### src/rtl/dsp_pkg.sv
// Shared definitions for the DSP output stages: slice product width,
// ceiling-log2 helper and the output-register state encoding.
package dsp_pkg;

    localparam int unsigned P_W = 48;

    typedef enum logic {
        ST_EMPTY = 1'b0,
        ST_FULL  = 1'b1
    } out_state_e;

    // Ceiling log2; clog2(1) = 0, clog2(4) = 2, clog2(5) = 3.
    function automatic int unsigned clog2(input int unsigned value);
        int unsigned r;
        r = 0;
        for (int unsigned i = 0; i < 32; i++) begin
            if ((64'(1) << i) < 64'(value)) begin
                r = i + 1;
            end
        end
        return r;
    endfunction

endpackage

### src/rtl/dsp_sat_shift.sv
// Combinational right-shift followed by unsigned saturation to OUT_W bits.
// Shared by the narrowing stages that follow wide accumulators.
module dsp_sat_shift #(
    parameter int unsigned IN_W  = 50,
    parameter int unsigned SHIFT = 0,
    parameter int unsigned OUT_W = 24
) (
    input  logic [IN_W-1:0]  din,
    output logic [OUT_W-1:0] dout,
    output logic             sat
);

    logic [IN_W-1:0] shifted_c;

    assign shifted_c = din >> SHIFT;

    generate
        if (IN_W > OUT_W) begin : g_narrow
            // Any set bit above the output word means the value does not fit.
            always_comb begin
                sat  = |shifted_c[IN_W-1:OUT_W];
                dout = sat ? {OUT_W{1'b1}} : shifted_c[OUT_W-1:0];
            end
        end else begin : g_wide
            assign sat  = 1'b0;
            assign dout = OUT_W'(shifted_c);
        end
    endgenerate

endmodule

### src/rtl/dsp_accum_out.sv
// Frame accumulator after the DSP slice: sums N_ACC samples, shifts and
// saturates the sum, and holds it in a one-deep valid/ready output register.
module dsp_accum_out
    import dsp_pkg::*;
#(
    parameter int unsigned N_ACC = 8,
    parameter int unsigned SHIFT = 0,
    parameter int unsigned OUT_W = 24
) (
    input  logic             clk,
    input  logic             rst,
    input  logic [P_W-1:0]   p_in,
    input  logic             p_valid,
    input  logic             clr,
    output logic [OUT_W-1:0] out_data,
    output logic             out_sat,
    output logic             out_valid,
    input  logic             out_ready,
    output logic             overrun
);

    localparam int unsigned ACC_W = P_W + clog2(N_ACC);
    localparam int unsigned CNT_W = clog2(N_ACC);
    localparam logic [CNT_W-1:0] CNT_LAST = CNT_W'(N_ACC - 1);

    logic [ACC_W-1:0] acc_q, acc_d;
    logic [ACC_W-1:0] sum_c;
    logic [CNT_W-1:0] cnt_q, cnt_d;
    out_state_e       state_q, state_d;
    logic [OUT_W-1:0] out_data_q, out_data_d;
    logic             out_sat_q, out_sat_d;
    logic             overrun_q, overrun_d;
    logic [OUT_W-1:0] res_data_c;
    logic             res_sat_c;
    logic             accept_c;
    logic             frame_end_c;

    // clr discards a sample presented in the same cycle.
    assign accept_c    = p_valid && !clr;
    assign frame_end_c = accept_c && (cnt_q == CNT_LAST);
    assign sum_c       = acc_q + ACC_W'(p_in);

    dsp_sat_shift #(
        .IN_W  (ACC_W),
        .SHIFT (SHIFT),
        .OUT_W (OUT_W)
    ) u_sat_shift (
        .din  (sum_c),
        .dout (res_data_c),
        .sat  (res_sat_c)
    );

    // Accumulator and frame counter next state.
    always_comb begin
        acc_d = acc_q;
        cnt_d = cnt_q;
        if (clr) begin
            acc_d = '0;
            cnt_d = '0;
        end else if (accept_c) begin
            if (frame_end_c) begin
                acc_d = '0;
                cnt_d = '0;
            end else begin
                acc_d = sum_c;
                cnt_d = cnt_q + CNT_W'(1);
            end
        end
    end

    // Output register state machine and overrun tracking.
    always_comb begin
        state_d    = state_q;
        out_data_d = out_data_q;
        out_sat_d  = out_sat_q;
        overrun_d  = overrun_q;
        unique case (state_q)
            ST_EMPTY: begin
                if (frame_end_c) begin
                    out_data_d = res_data_c;
                    out_sat_d  = res_sat_c;
                    state_d    = ST_FULL;
                end
            end
            ST_FULL: begin
                if (frame_end_c) begin
                    if (out_ready) begin
                        out_data_d = res_data_c;
                        out_sat_d  = res_sat_c;
                    end else begin
                        overrun_d = 1'b1;
                    end
                end else if (out_ready) begin
                    state_d = ST_EMPTY;
                end
            end
            default: state_d = ST_EMPTY;
        endcase
        if (clr) begin
            overrun_d = 1'b0;
        end
    end

    always_ff @(posedge clk or posedge rst) begin
        if (rst) begin
            acc_q      <= '0;
            cnt_q      <= '0;
            state_q    <= ST_EMPTY;
            out_data_q <= '0;
            out_sat_q  <= 1'b0;
            overrun_q  <= 1'b0;
        end else begin
            acc_q      <= acc_d;
            cnt_q      <= cnt_d;
            state_q    <= state_d;
            out_data_q <= out_data_d;
            out_sat_q  <= out_sat_d;
            overrun_q  <= overrun_d;
        end
    end

    assign out_data  = out_data_q;
    assign out_sat   = out_sat_q;
    assign out_valid = (state_q == ST_FULL);
    assign overrun   = overrun_q;

endmodule

### config.mk
export PLATFORM = sky130hd
export DESIGN_NAME = dsp_accum_out
export DESIGN_NICKNAME = d
export VERILOG_FILES = /design/src/rtl/dsp_pkg.sv /design/src/rtl/dsp_sat_shift.sv /design/src/rtl/dsp_accum_out.sv
export SDC_FILE = /design/constraint.sdc
export NUM_CORES = 1
export LEC_CHECK = 0
export BUFFER_PORTS_ARGS = -buffer_cell sky130_fd_sc_hd__clkbuf_2
export CELL_PAD_IN_SITES_DETAIL_PLACEMENT = 0
export CELL_PAD_IN_SITES_GLOBAL_PLACEMENT = 1
export CORE_UTILIZATION = 41
export CTS_CLUSTER_DIAMETER = 60
export CTS_CLUSTER_SIZE = 12
export DETAILED_ROUTE_END_ITERATION = 10
export HOLD_SLACK_MARGIN = 0.06
export PLACE_DENSITY = 0.76
export SLEW_MARGIN = 20
export SYNTH_ARGS = -nofsm -noshare
export SYNTH_HDL_FRONTEND = slang
export SYNTH_SLANG_ARGS = --single-unit
### constraint.sdc
create_clock -name clk -period 3.9 [get_ports clk]
set_clock_uncertainty 0.2 [all_clocks]
set_input_delay 1.17 -clock clk [delete_from_list [all_inputs] [get_ports clk]]
set_output_delay 1.17 -clock clk [all_outputs]
set_load 0.05 [all_outputs]
Word-level counts from Yosys, hierarchy flattened --
Index checks and enable logic that the tools add are counted.
Word-level totals: ROM bits 0, latch bits 0, RAM bits 0, memories kept 0, logic and storage cells 46, output and inout port bits 27, flip-flop bits (word level) 81
Cells by class: bitwise logic cells 1, multipliers 0, shift-type cells 0, divide/modulo/power cells 0, eq/ne operators 5, muxes and demuxes 23, reductions and logical operators 9, add/subtract/negate cells 2, $lt $le $gt $ge 0
Operator list (number):
- $mux W51 | 3
- $mux W24 | 4
- $add A51 B48 Y51 | 1
- $pmux W24 S2 | 1
- $reduce_or A27 Y1 | 1
- $mux W1 | 10
- $mux W3 | 3
- $ne A2 B2 Y1 const B | 3
- $reduce_and A3 Y1 | 2
- $reduce_bool A2 Y1 | 3
- $pmux W1 S2 | 2
- $add A3 B1 Y3 const B | 1
- $eq A3 B3 Y1 const B | 1
- $logic_and A1 B1 Y1 | 2
- $ne A2 B1 Y1 const B | 1
- $logic_not A1 Y1 | 1
- $not A1 Y1 | 1

Logic depth before layout (Yosys ltp) --
Gate-level depths: netlist of the first run.
word-level depth 6, mapped depth 14, gate-level depth less buffers 13

Cells and area by module --
From an unflattened synthesis of the first run, not the netlist that was laid out.
Unflattened totals: cells, all modules 737, area, all modules 6685.2 um^2
Modules (own cells, without submodules):
- dsp_accum_out | instances 1, area an instance 6311.1 um^2, seq. area each 2026.9 um^2, cells each 695
- dsp_sat_shift | instances 1, area an instance 374.1 um^2, seq. area each 0.0 um^2, cells each 42

Least setup slack after synthesis of the first run --
OpenSTA, ideal clock, no wires.
path type input-to-reg, start point input p_in[0], end point register out_data_q[2] (netlist: out_data[2]), stages 14, setup time 0.134 ns, data arrival time 4.269 ns, buffers on the path 1, setup slack -0.703 ns, path through ha_1 > inv_1 > fa_1 > nand2b_1 > a21o_1 > a31o_2 > a21oi_2 > o21ai_1 > o31ai_1 > xor2_1 > or4_4 > nor4_4 > buf_6 > a31oi_2
Between the ends: cells in the longest elaborated chain, start to end 6
RTL lines:
- start, declared | line dsp_accum_out.sv:12 | input logic [P_W-1:0] p_in,
- $add A51 B48 Y51 (*) | line dsp_accum_out.sv:41 | assign sum_c = acc_q + ACC_W'(p_in);
- $reduce_or A27 Y1 | line dsp_sat_shift.sv:21 | sat = |shifted_c[IN_W-1:OUT_W];
- $mux W24 (*) | line dsp_sat_shift.sv:22 | dout = sat ? {OUT_W{1'b1}} : shifted_c[OUT_W-1:0];
- $mux W24 | line dsp_accum_out.sv:87 | if (out_ready) begin
- $mux W24 | line dsp_accum_out.sv:86 | if (frame_end_c) begin
- $pmux W24 S2 (*) | line dsp_accum_out.sv:77 | unique case (state_q)
- end signal, assigned | line dsp_accum_out.sv:116 | out_data_q <= out_data_d;
- end, declared | line dsp_accum_out.sv:30 | logic [OUT_W-1:0] out_data_q, out_data_d;
Mark *: on every way between the ends. The rest lies on a longest branch, timed or not. The select of a mux whose other input is x is not followed. A chain may end at the register's enable or synchronous reset.

Worst setup path after layout of the first run --
start point input p_in[0], end point register out_data_q[20] (netlist: out_data[20])
Same word-level chain as after synthesis.

==> results of run 1 <==
==> logic make-up (layout without fill, tap and decap cells) <==
family / count (synthesis) / count (layout)
AOI/OAI and AO/OA: 294 / 294
and+or+nand+nor: 264 / 264
DFF: 81 / 81
buffers and inverters: 60 / 356
adders and majority gates: 51 / 51
xor gates and xnor gates: 30 / 30
muxes: 4 / 4
==> registers in the layout (all words and copies together), names as in the netlist <==
| register | flops |
|---|---|
| out_valid | 1 |
| overrun | 1 |
| out_sat | 1 |
| acc_q | 51 |
| out_data | 24 |
| cnt_q | 3 |
==> area by class of cell <==
class / count / area [sq um] / share of cell area [%]
sequential: 81 / 2030 / 20.3
tap: 216 / 270 / 2.71
clock buffer: 10 / 239 / 2.40
timing repair buffer: 322 / 2350 / 23.6
multi-input combinational: 643 / 4960 / 49.7
inverter: 18 / 68.8 / 0.690
clock inverter: 6 / 57.6 / 0.577
==> metal layers <==
layer | share of wire (%) | up-vias
met3 | 3.3 | 44
met5 | 0 | -
met1 | 46 | 3587
met2 | 48 | 187
li1 | - | 3511
met4 | 2.8 | 0
==> worst max-delay path: cells and delay by family <==
family          cells  cell delay [ps]
fa+ha+maj           2              470
simple gates        4             1030
buf+inv             5              640
compound gates      6             1030
==> where the power goes <==
group | switching (mW) | internal [mW]
sequential | 0.0657 | 0.922
combinational | 1.19 | 1.08
clock | 0.419 | 0.466
==> per-stage QoR <==
stage	cell area, sq um	util [%]	power [mW]	hold slack (ps)	cells
global route	9970	63.0	4.37	305	1296
CTS	9620	60.8	4.00	289	1287
detailed placement	9000	56.9	3.04	274	1259
finish	9970	63.0	4.14	283	1296
floorplan	6850	-	2.09	253	784
global placement	9000	56.9	3.00	267	1259
==> worst max path at each step <==
stage | from | end | slack [ps] | cells past startpoint
finish | p_in[0] | out_data[20] | -410 | 17
CTS | p_in[0] | out_data[20] | -450 | 16
detailed placement | p_in[16] | out_data[21] | -1010 | 13
global route | p_in[0] | out_data[3] | -520 | 18
global placement | p_in[16] | out_data[21] | -1010 | 13
floorplan | p_in[7] | out_data[2] | -400 | 13
==> repair_timing <==
| action | CTS | global route |
|---|---|---|
| pin swaps | 19 | 30 |
| setup buffers | 10 | 8 |
| resized for setup | 35 | 53 |
| cloned | 2 | 1 |
| setup endpoints to repair | 25 | 27 |
==> layout by cell type, fill, tap and decap left out, types with 5 or more instances in the layout <==
cell type / n
clkbuf_16: 10
nor3_1: 10
o211ai_1: 11
o21ai_1: 13
a31oi_1: 10
buf_6: 5
nand2b_1: 5
ha_1: 30
and3_1: 8
ha_4: 18
a22o_1: 12
o21a_1: 14
a31oi_4: 5
clkbuf_2: 76
nand4_1: 20
a21oi_1: 53
nand2_1: 94
nand3_1: 10
or3_1: 7
inv_1: 16
buf_4: 234
nor2b_1: 5
o31ai_1: 8
and2_1: 5
nor2_1: 61
a31oi_2: 16
a21o_1: 9
o21ai_0: 53
a21oi_2: 18
dfrtp_1: 81
xnor2_1: 13
nor2_2: 5
xor2_1: 16
o21bai_1: 9
==> reports/qor.csv, run 1 <==
stage,metric,value,unit
grt,met1 Track Usage GR,38.4,%
clock_network,CTS HTree Levels,3,
cells_and_area,FILL cells,1357,
routing,vias,7329,
routing,WL per Instance,18.2,um
synth,largest family of logic cells by synthesized area,compound AO/OA/AOI/OAI gates,
worst_setup_path,Most common cell on crit path,buf_4,
clock_network,CTS Sinks,81,
timing,setup TNS,-9580,ps
flow_run,Max Cap Violations,0,
worst_setup_path,Worst setup EP type,flip-flop,
die,number of placed I/O pins,80,
cells_and_area,Diodes inserted,0,
grt,met2 global-route usage,49.6,%
worst_setup_path,Crit-path slowest cell,or4_4,
synth,Avg Synthesized Cell Area,8.47,sq um
timing,Worst-Margin Slew,768,ps
cells_and_area,Area Overhead vs Synth,50.1,%
placed_design,DP HPWL,18100,um
die,Site Rows,46,
timing,fin crit period,4310,ps
timing,slew margin rel.,48.3,%
die,die width,129,um
synth,"area leader, netlist",dfrtp_1,
status,violated checks,negative setup slack,
worst_setup_path,arrival time at the worst endpoint,4340,ps
worst_setup_path,r2r endpoint,out_data[20],
power_and_ir_drop,leakage power,4.47,nW
synth,syn_nets,888,
clock_network,CTS Buf Count,9,
routing,initial DRC count,462,
grt,global-route wire length before repair,37600,um
timing,Max Slew Vio Count,0,
synth,Synth Area in XOR/XNOR,3.96,%
synth,mapped cell area,0.00664,sq mm
routing,Antenna Nets Post-Route,0,
synth,Mapped Cells,784,
synth,post-synthesis adder-cell area fraction,9.72,%
synth,post-synthesis mux area share,0.622,%
synth,Compound-Gate Fraction of Synth Area,32.0,%
clock_network,register clock-pin slew on the reported worst setup and hold paths,70,ps
synth,most frequent cell after synthesis,nand2_1,
worst_hold_path,Hold Path Sink,acc_q[33],
routing,# DRC,0,
worst_hold_path,hold depth,2,
grt,grt met3 use,3.06,%
worst_hold_path,Min-Delay Path Class,reg -> reg,
synth,"EDFF count, synth",0,
grt,Tot GR Track Use,29.3,%
grt,grt peak-use layer,met2,
synth,simple-gate share of the synthesized area,19.1,%
worst_setup_path,CP max stage delay,440,ps
clock_network,hold-fix buffers at CTS,0,
timing,Final Cycle Share,110,%
worst_setup_path,CP Cell Sequence,"buf_8, ha_4, inv_2, fa_2, nand2b_4, a21o_1, a31o_4, a21oi_4, o21ai_4, buf_4, a31oi_2, nand4_1, or4_4, nor4_4, buf_4, clkbuf_16, a31oi_1",
placed_design,dpl ws,-1010,ps
synth,asr flop ratio synth,100,%
clock_network,Clock Path Buffers,2,
synth,sequential-to-total area share from yosys stat,30.5,%
routing,vias per cell,5.66,
synth,Synth Flop Type,dfrtp_1,
worst_hold_path,hold wc startpoint,acc_q[33],
worst_setup_path,startpoint types,input pin,
cells_and_area,fraction of layout cells with a size suffix above 1,43.3,%
grt,initial antenna violation count,0,
routing,first drt pass iteration count,5,
routing,"wirelength, routed",23600,um
synth,top cell type's share of synthesized area,30.5,%
synth,YS warnings,0,
synth,"Distinct cells, synth",81,
timing,fmax,232,MHz
clock_network,CTS tree,yes,
die,core footprint,0.0158,sq mm
die,Die Area,0.0167,sq mm
grt,grt ovf,0,
die,die height,129,um
worst_setup_path,worst path required time,3940,ps
worst_setup_path,R2R Setup Slk,50,ps
worst_setup_path,Reg2Reg Depth,16,
synth,leading cell types by count after synthesis,"95 x nand2_1, 81 x dfrtp_1, 68 x nor2_1",
power_and_ir_drop,PD cells,415,mW/mm^2
synth,synth top area cells,"dfrtp_1 31%, ha_1 9.4%, nand2_1 5.4%",
timing,final hold violations,0,
placed_design,GP Congestion,0.960,
die,Starting Density,42.0,%
clock_network,CTS root buffer,clkbuf_16,
synth,Seq cells post-synth,81,
status,status,"complete, but fails checks",
clock_network,clock latency on the worst-skew pair,360,ps
grt,largest net degree at the start of global routing,43,
placed_design,port bufs,79,
worst_setup_path,CP Max Fanout,6,
timing,setup repair after global routing missed its margin,yes,
timing,final worst setup slack,-409,ps
power_and_ir_drop,peak supply drop,0.292,mV
grt,number of global-route vias before repair,7393,
timing,final setup vio count,25,
worst_setup_path,worst r2r src,acc_q[0],
worst_setup_path,WS Path Type,in -> reg,
cells_and_area,Final nets,1179,
Power figures use the tool's default switching activity.
==> inputs of run 2 (changes only) <==
- CORE_UTILIZATION: 41 -> 48
- PLACE_DENSITY: 0.76 -> 0.84
- clock period: 3.9 -> 5 ns (I/O delays scaled with it)
==> run 2 against run 1 <==
Effect of this change:
- the run now ends clean
- combinational power shrank 44%
- cell area is 21% lower
- clock-buffer cell count did not move
- global-route usage is 0.096 points lower
- first-iteration DRC count is 6.7% higher
- clock power is 26% lower
- via count decreased by 9.5%
- critical path depth shrank 3
- routed wire length fell by 13%
- die area down 14%
- cell count fell by 17%
- utilization is 3.7 points lower
==> reports/qor.csv, run 2 (synthesis results as in run 1) <==
stage,metric,value,unit
status,status,completed,
power_and_ir_drop,clock power share,24.6,%
power_and_ir_drop,Pint,1.56,mW
timing,Min Hold Slack,284,ps
die,die width,120,um
grt,initial antenna violation count,0,
grt,global-route wire length before repair,32900,um
worst_setup_path,CP Cell Sequence,"clkbuf_2, ha_1, nand2_2, or3_4, o22ai_1, nor2_1, a2111oi_4, o2111ai_1, a21boi_2, a2bb2o_4, nor4_4, buf_4, clkbuf_16, a31oi_2",
grt,largest net degree at the start of global routing,56,
die,Site Rows,42,
cells_and_area,"Core Util, Final",59.3,%
cells_and_area,Biggest register,acc_q,
routing,"wirelength, routed",20500,um
clock_network,clock latency on the worst-skew pair,350,ps
clock_network,CTS tree,yes,
routing,initial DRC count,493,
routing,vias,6630,
clock_network,CTS HTree Levels,3,
flow_run,Max Cap Violations,0,
worst_hold_path,Min-Delay Path Class,reg -> reg,
routing,# DRC,0,
power_and_ir_drop,PD cells,338,mW/mm^2
placed_design,port bufs,79,
timing,Final Cycle Share,98.6,%
cells_and_area,Final nets,1004,
routing,Antenna Nets Post-Route,0,
power_and_ir_drop,peak supply drop,0.198,mV
die,number of placed I/O pins,80,
timing,slew margin rel.,42.7,%
power_and_ir_drop,Sw Ratio,41.8,%
placed_design,GP Congestion,0.961,
timing,final worst setup slack,69.4,ps
worst_setup_path,WS Path Type,in -> reg,
grt,number of global-route vias before repair,6557,
timing,fmax,203,MHz
timing,fin crit period,4930,ps
timing,setup TNS,0,ps
power_and_ir_drop,leakage power,3.53,nW
routing,vias per cell,6.13,
worst_setup_path,startpoint types,input pin,
worst_setup_path,worst path required time,5030,ps
placed_design,dpl ws,-261,ps
worst_setup_path,WP buf/inv,3,
cells_and_area,most frequent cells in the layout,"95 x nand2_1, 81 x dfrtp_1, 79 x clkbuf_2",
cells_and_area,fraction of layout cells with a size suffix above 1,25.0,%
placed_design,DP HPWL,15500,um
worst_setup_path,critical path's top delay family,compound AO/OA/AOI/OAI gates,
timing,Max Slew Vio Count,0,
power_and_ir_drop,Sw Pwr,1.12,mW
power_and_ir_drop,overall power,2.68,mW
worst_setup_path,R2R Setup Slk,910,ps
clock_network,CTS Buf Count,9,
die,die height,120,um
grt,grt ovf,0,
cells_and_area,max reg flops,51,
worst_setup_path,Crit-path slowest cell,a2111oi_4,
die,Starting Density,49.8,%
die,core footprint,0.0133,sq mm
die,Die Area,0.0143,sq mm
worst_setup_path,Worst setup EP type,flip-flop,
grt,Tot GR Track Use,29.2,%
worst_setup_path,CP Max Fanout,12,
routing,first drt pass iteration count,8,
clock_network,register clock-pin slew on the reported worst setup and hold paths,70,ps
timing,Worst-Margin Slew,857,ps
routing,WL per Instance,19.0,um
power_and_ir_drop,Logic pwr share,47.1,%
timing,final hold violations,0,
power_and_ir_drop,sequential power share,28.3,%
clock_network,CTS Sinks,81,
clock_network,CTS root buffer,clkbuf_16,
cells_and_area,Area Overhead vs Synth,19.2,%
clock_network,Clock Path Buffers,2,
cells_and_area,"most common cell after layout, fill and taps aside",nand2_1,
worst_setup_path,CP max stage delay,460,ps
worst_setup_path,arrival time at the worst endpoint,4960,ps
timing,setup repair after global routing missed its margin,no,
cells_and_area,Diodes inserted,0,
timing,final setup vio count,0,
## run 2: area by class of cell
type	instances	area (sq um)
fill	1258	5430
multi-input combinational	643	4370
sequential	81	2030
timing repair buffer	147	948
clock buffer	10	229
tap	176	220
inverter	18	70.1
clock inverter	6	52.6
## run 2: stage by stage
step                      std cells  cell area (sq um)
final                          1081               7920
after global routing           1081               7920
after CTS                      1079               7870
after detailed placement       1063               7590
after global placement         1063               7590
after floorplan                 784               6640
## run 2: per-layer routing
| metal | global-route usage [%] | wire, um |
|---|---|---|
| met4 | 11.9 | 587 |
| met5 | 0 | 0 |
| met1 | 39.5 | 9530 |
| met2 | 47.1 | 9340 |
| met3 | 3.61 | 1060 |
## run 2: worst register-to-register path, stage by stage (launching register included)
cell,delay [ps]
dfrtp_1,390
ha_1,400
nand2_2,120
or3_4,400
o22ai_1,330
nor2_1,160
a2111oi_4,470
o2111ai_1,290
a21boi_2,240
a2bb2o_4,250
nor4_4,260
buf_4,180
clkbuf_16,190
a31oi_2,90
## run 2: power by group through the flow
| stage | Clock, mW | Sequential [mW] | Combinational, mW |
|---|---|---|---|
| after floorplan | 0 | 0.765 | 0.814 |
| after global placement | 0 | 0.768 | 1.22 |
| after detailed placement | 0 | 0.771 | 1.23 |
| after CTS | 0.668 | 0.759 | 1.24 |
| after global routing | 0.689 | 0.767 | 1.37 |
| final | 0.659 | 0.759 | 1.26 |
## run 2: what timing repair did
action	4_1_cts	5_1_grt
hold buffers	0	0
buffers inserted	0	1
setup endpoints to repair	0	25
resized for setup	0	3
## run 2: path summary, 6_finish.rpt
kind	startpoint	endpoint	cells after the start
worst max-delay path	p_in[15]	out_data[13]	14
worst min-delay path	acc_q[28]	acc_q[28]	2
worst max register to register	acc_q[15]	out_data[13]	13
worst min register to register	acc_q[28]	acc_q[28]	2
max in group asynchronous	rst	acc_q[28]	3
min in group asynchronous	rst	out_sat	2
==> inputs of run 3 (changes only) <==
- ABC_AREA: not set -> 1
- CORE_UTILIZATION: 48 -> 46
- PLACE_DENSITY: 0.84 -> 0.86
==> run 3 against run 2 <==
Effect of this change:
- clock power grew 0.9%
- non-clock buffer count down 61
- combinational power shrank 10%
- fmax increased by 11%
- utilization is 6.8 points lower
- via count up 22%
- critical path depth grew 8
- global-route usage is 0.99 points higher
- cell count is 46% higher
- worst setup slack improved by 480 ps
- first-iteration DRC count grew 22%
- register-to-register slack better by 490 ps
==> reports/qor.csv, run 3 <==
stage,metric,value,unit
worst_setup_path,worst r2r src,acc_q[0],
worst_setup_path,CP Max Fanout,22,
die,number of placed I/O pins,80,
worst_setup_path,Crit-path slowest cell,fa_1,
worst_setup_path,Worst setup EP type,flip-flop,
worst_setup_path,CP Cell Sequence,"clkbuf_2, ha_1, inv_1, fa_1, inv_1, nand3_1, nand2_2, nand2_1, nand2_1, nand2_1, nand2_1, nand2_1, nand3_1, nand2_1, nor2_1, nand2_1, nor2_1, nand2_1, nor2_4, nand2_2, nand2_4, nand2_1",
routing,initial DRC count,601,
synth,asr flop ratio synth,100,%
timing,final setup vio count,0,
timing,final hold violations,0,
timing,Final Cycle Share,89.0,%
power_and_ir_drop,PD cells,293,mW/mm^2
clock_network,post-CTS setup buffers,0,
worst_setup_path,CP max stage delay,400,ps
clock_network,CTS Sinks,81,
cells_and_area,Final nets,1462,
grt,Tot GR Track Use,30.2,%
routing,vias,8076,
worst_hold_path,Min-Delay Path Class,reg -> reg,
synth,Avg Synthesized Cell Area,6.09,sq um
cells_and_area,FILL cells,1824,
routing,# DRC,0,
synth,leading cell types by count after synthesis,"458 x nand2_1, 243 x inv_1, 81 x dfrtp_1",
synth,"EDFF count, synth",0,
routing,DR top layer,met4,
power_and_ir_drop,peak supply drop,0.172,mV
synth,top cell type's share of synthesized area,26.0,%
timing,fmax,225,MHz
grt,initial antenna violation count,0,
clock_network,Clock Path Buffers,2,
worst_hold_path,hold wc startpoint,out_sat,
clock_network,CTS root buffer,clkbuf_16,
placed_design,port bufs,79,
power_and_ir_drop,overall power,2.55,mW
routing,met3 WL,1770,um
worst_setup_path,R2R Setup Slk,1400,ps
cells_and_area,Diodes inserted,0,
routing,Antenna Nets Post-Route,0,
die,Die Area,0.0175,sq mm
clock_network,clock latency on the worst-skew pair,360,ps
worst_setup_path,startpoint types,input pin,
cells_and_area,fraction of layout cells with a size suffix above 1,14.2,%
synth,synth top area cells,"dfrtp_1 26%, nand2_1 22%, inv_1 12%",
cells_and_area,"most common cell after layout, fill and taps aside",nand2_1,
worst_setup_path,arrival time at the worst endpoint,4470,ps
timing,Worst-Margin Slew,985,ps
synth,YS warnings,0,
clock_network,CTS tree,yes,
worst_setup_path,worst path required time,5020,ps
synth,mapped cell area,0.00781,sq mm
worst_hold_path,Hold Path Sink,out_sat,
synth,"area leader, netlist",dfrtp_1,
timing,Max Slew Vio Count,0,
worst_setup_path,Most common cell on crit path,nand2_1,
synth,Mapped Cells,1282,
synth,most frequent cell after synthesis,nand2_1,
routing,WL per Instance,16.0,um
die,die width,132,um
die,Site Rows,47,
grt,largest net degree at the start of global routing,52,
timing,slew margin rel.,34.3,%
grt,number of global-route vias before repair,7763,
routing,DR WL met2,11300,um
cells_and_area,max reg flops,51,
synth,Seq cells post-synth,81,
cells_and_area,Biggest register,acc_q,
grt,grt ovf,0,
timing,setup repair after global routing missed its margin,no,
cells_and_area,most frequent cells in the layout,"458 x nand2_1, 242 x inv_1, 81 x dfrtp_1",
routing,WL met1,11700,um
synth,sequential-to-total area share from yosys stat,26.0,%
grt,global-route wire length before repair,40700,um
worst_hold_path,hold depth,2,
die,core footprint,0.0166,sq mm
synth,"Distinct cells, synth",33,
clock_network,register clock-pin slew on the reported worst setup and hold paths,60,ps
synth,Synth Flop Type,dfrtp_1,
worst_setup_path,WS Path Type,in -> reg,
die,Starting Density,47.1,%
cells_and_area,Area Overhead vs Synth,11.5,%
clock_network,CTS Buf Count,9,
placed_design,DP HPWL,20300,um
status,status,completed,
routing,vias per cell,5.10,
die,die height,132,um
worst_setup_path,r2r endpoint,out_sat,
timing,setup TNS,0,ps
routing,first drt pass iteration count,7,
routing,"wirelength, routed",25400,um
clock_network,hold-fix buffers at CTS,0,
power_and_ir_drop,leakage power,5.10,nW
flow_run,Max Cap Violations,0,
timing,fin crit period,4450,ps
worst_setup_path,Reg2Reg Depth,21,
placed_design,GP Congestion,0.942,
synth,syn_nets,1386,
clock_network,number of gates resized after CTS,0,
clock_network,CTS HTree Levels,3,
==> run 3: worst max path at each step <==
stage                  from            to  slack (ps)
floorplan           p_in[0]   out_data[0]        1080
CTS                 p_in[0]       out_sat         550
global route        p_in[0]       out_sat         210
detailed placement  p_in[0]       out_sat         190
finish              p_in[0]       out_sat         550
global placement    p_in[0]  out_data[22]         210
==> run 3: critical path: cells and delay by family <==
kind                       cells  cell delay [ps]
adders and majority gates      2              630
buffers and inverters          3              260
and+or+nand+nor               17             2060
==> run 3: layout make-up <==
type	instances	area (sq um)	share of cell area [%]
flip-flops and latches	81	2030	23.3
clock inverters	5	38.8	0.446
inverters	261	981	11.3
clock buffers	11	243	2.79
well taps	220	275	3.16
repair buffers	86	448	5.15
multi-input cells	919	4690	53.9
==> run 3: kinds of logic (layout without fill, tap and decap cells) <==
group / count (synthesis) / after routing / synth area share [%]
AO/OA/AOI/OAI: 123 / 123 / 9.05
buffers and inverters: 282 / 363 / 14.0
adder cells (fa/ha/maj): 51 / 51 / 8.27
XOR/XNOR: 22 / 22 / 2.47
AND/OR/NAND/NOR: 723 / 723 / 40.3
flip-flops: 81 / 81 / 26.0
==> run 3: through the flow <==
step	hold WS, ps	utilization (%)	std cells	instance area [sq um]	worst slack, ps
floorplan	268	-	1282	7810	1080
global placement	266	50.8	1567	8420	214
detailed placement	287	50.8	1567	8420	186
CTS	305	52.5	1583	8700	553
global route	345	52.5	1583	8700	214
finish	302	52.5	1583	8700	551
==> run 3: per-layer routing <==
| layer | GRT usage, % | vias up |
|---|---|---|
| li1 | - | 4078 |
| met1 | 42.0 | 3647 |
| met2 | 47.9 | 310 |
| met3 | 4.23 | 41 |
| met4 | 10.3 | 0 |
| met5 | 0 | - |
==> run 3: report_power, final <==
part | internal [mW] | switching (mW) | total (mW)
clock network | 0.353 | 0.312 | 0.665
registers | 0.718 | 0.0409 | 0.758
logic | 0.360 | 0.771 | 1.13
total | 1.43 | 1.12 | 2.55
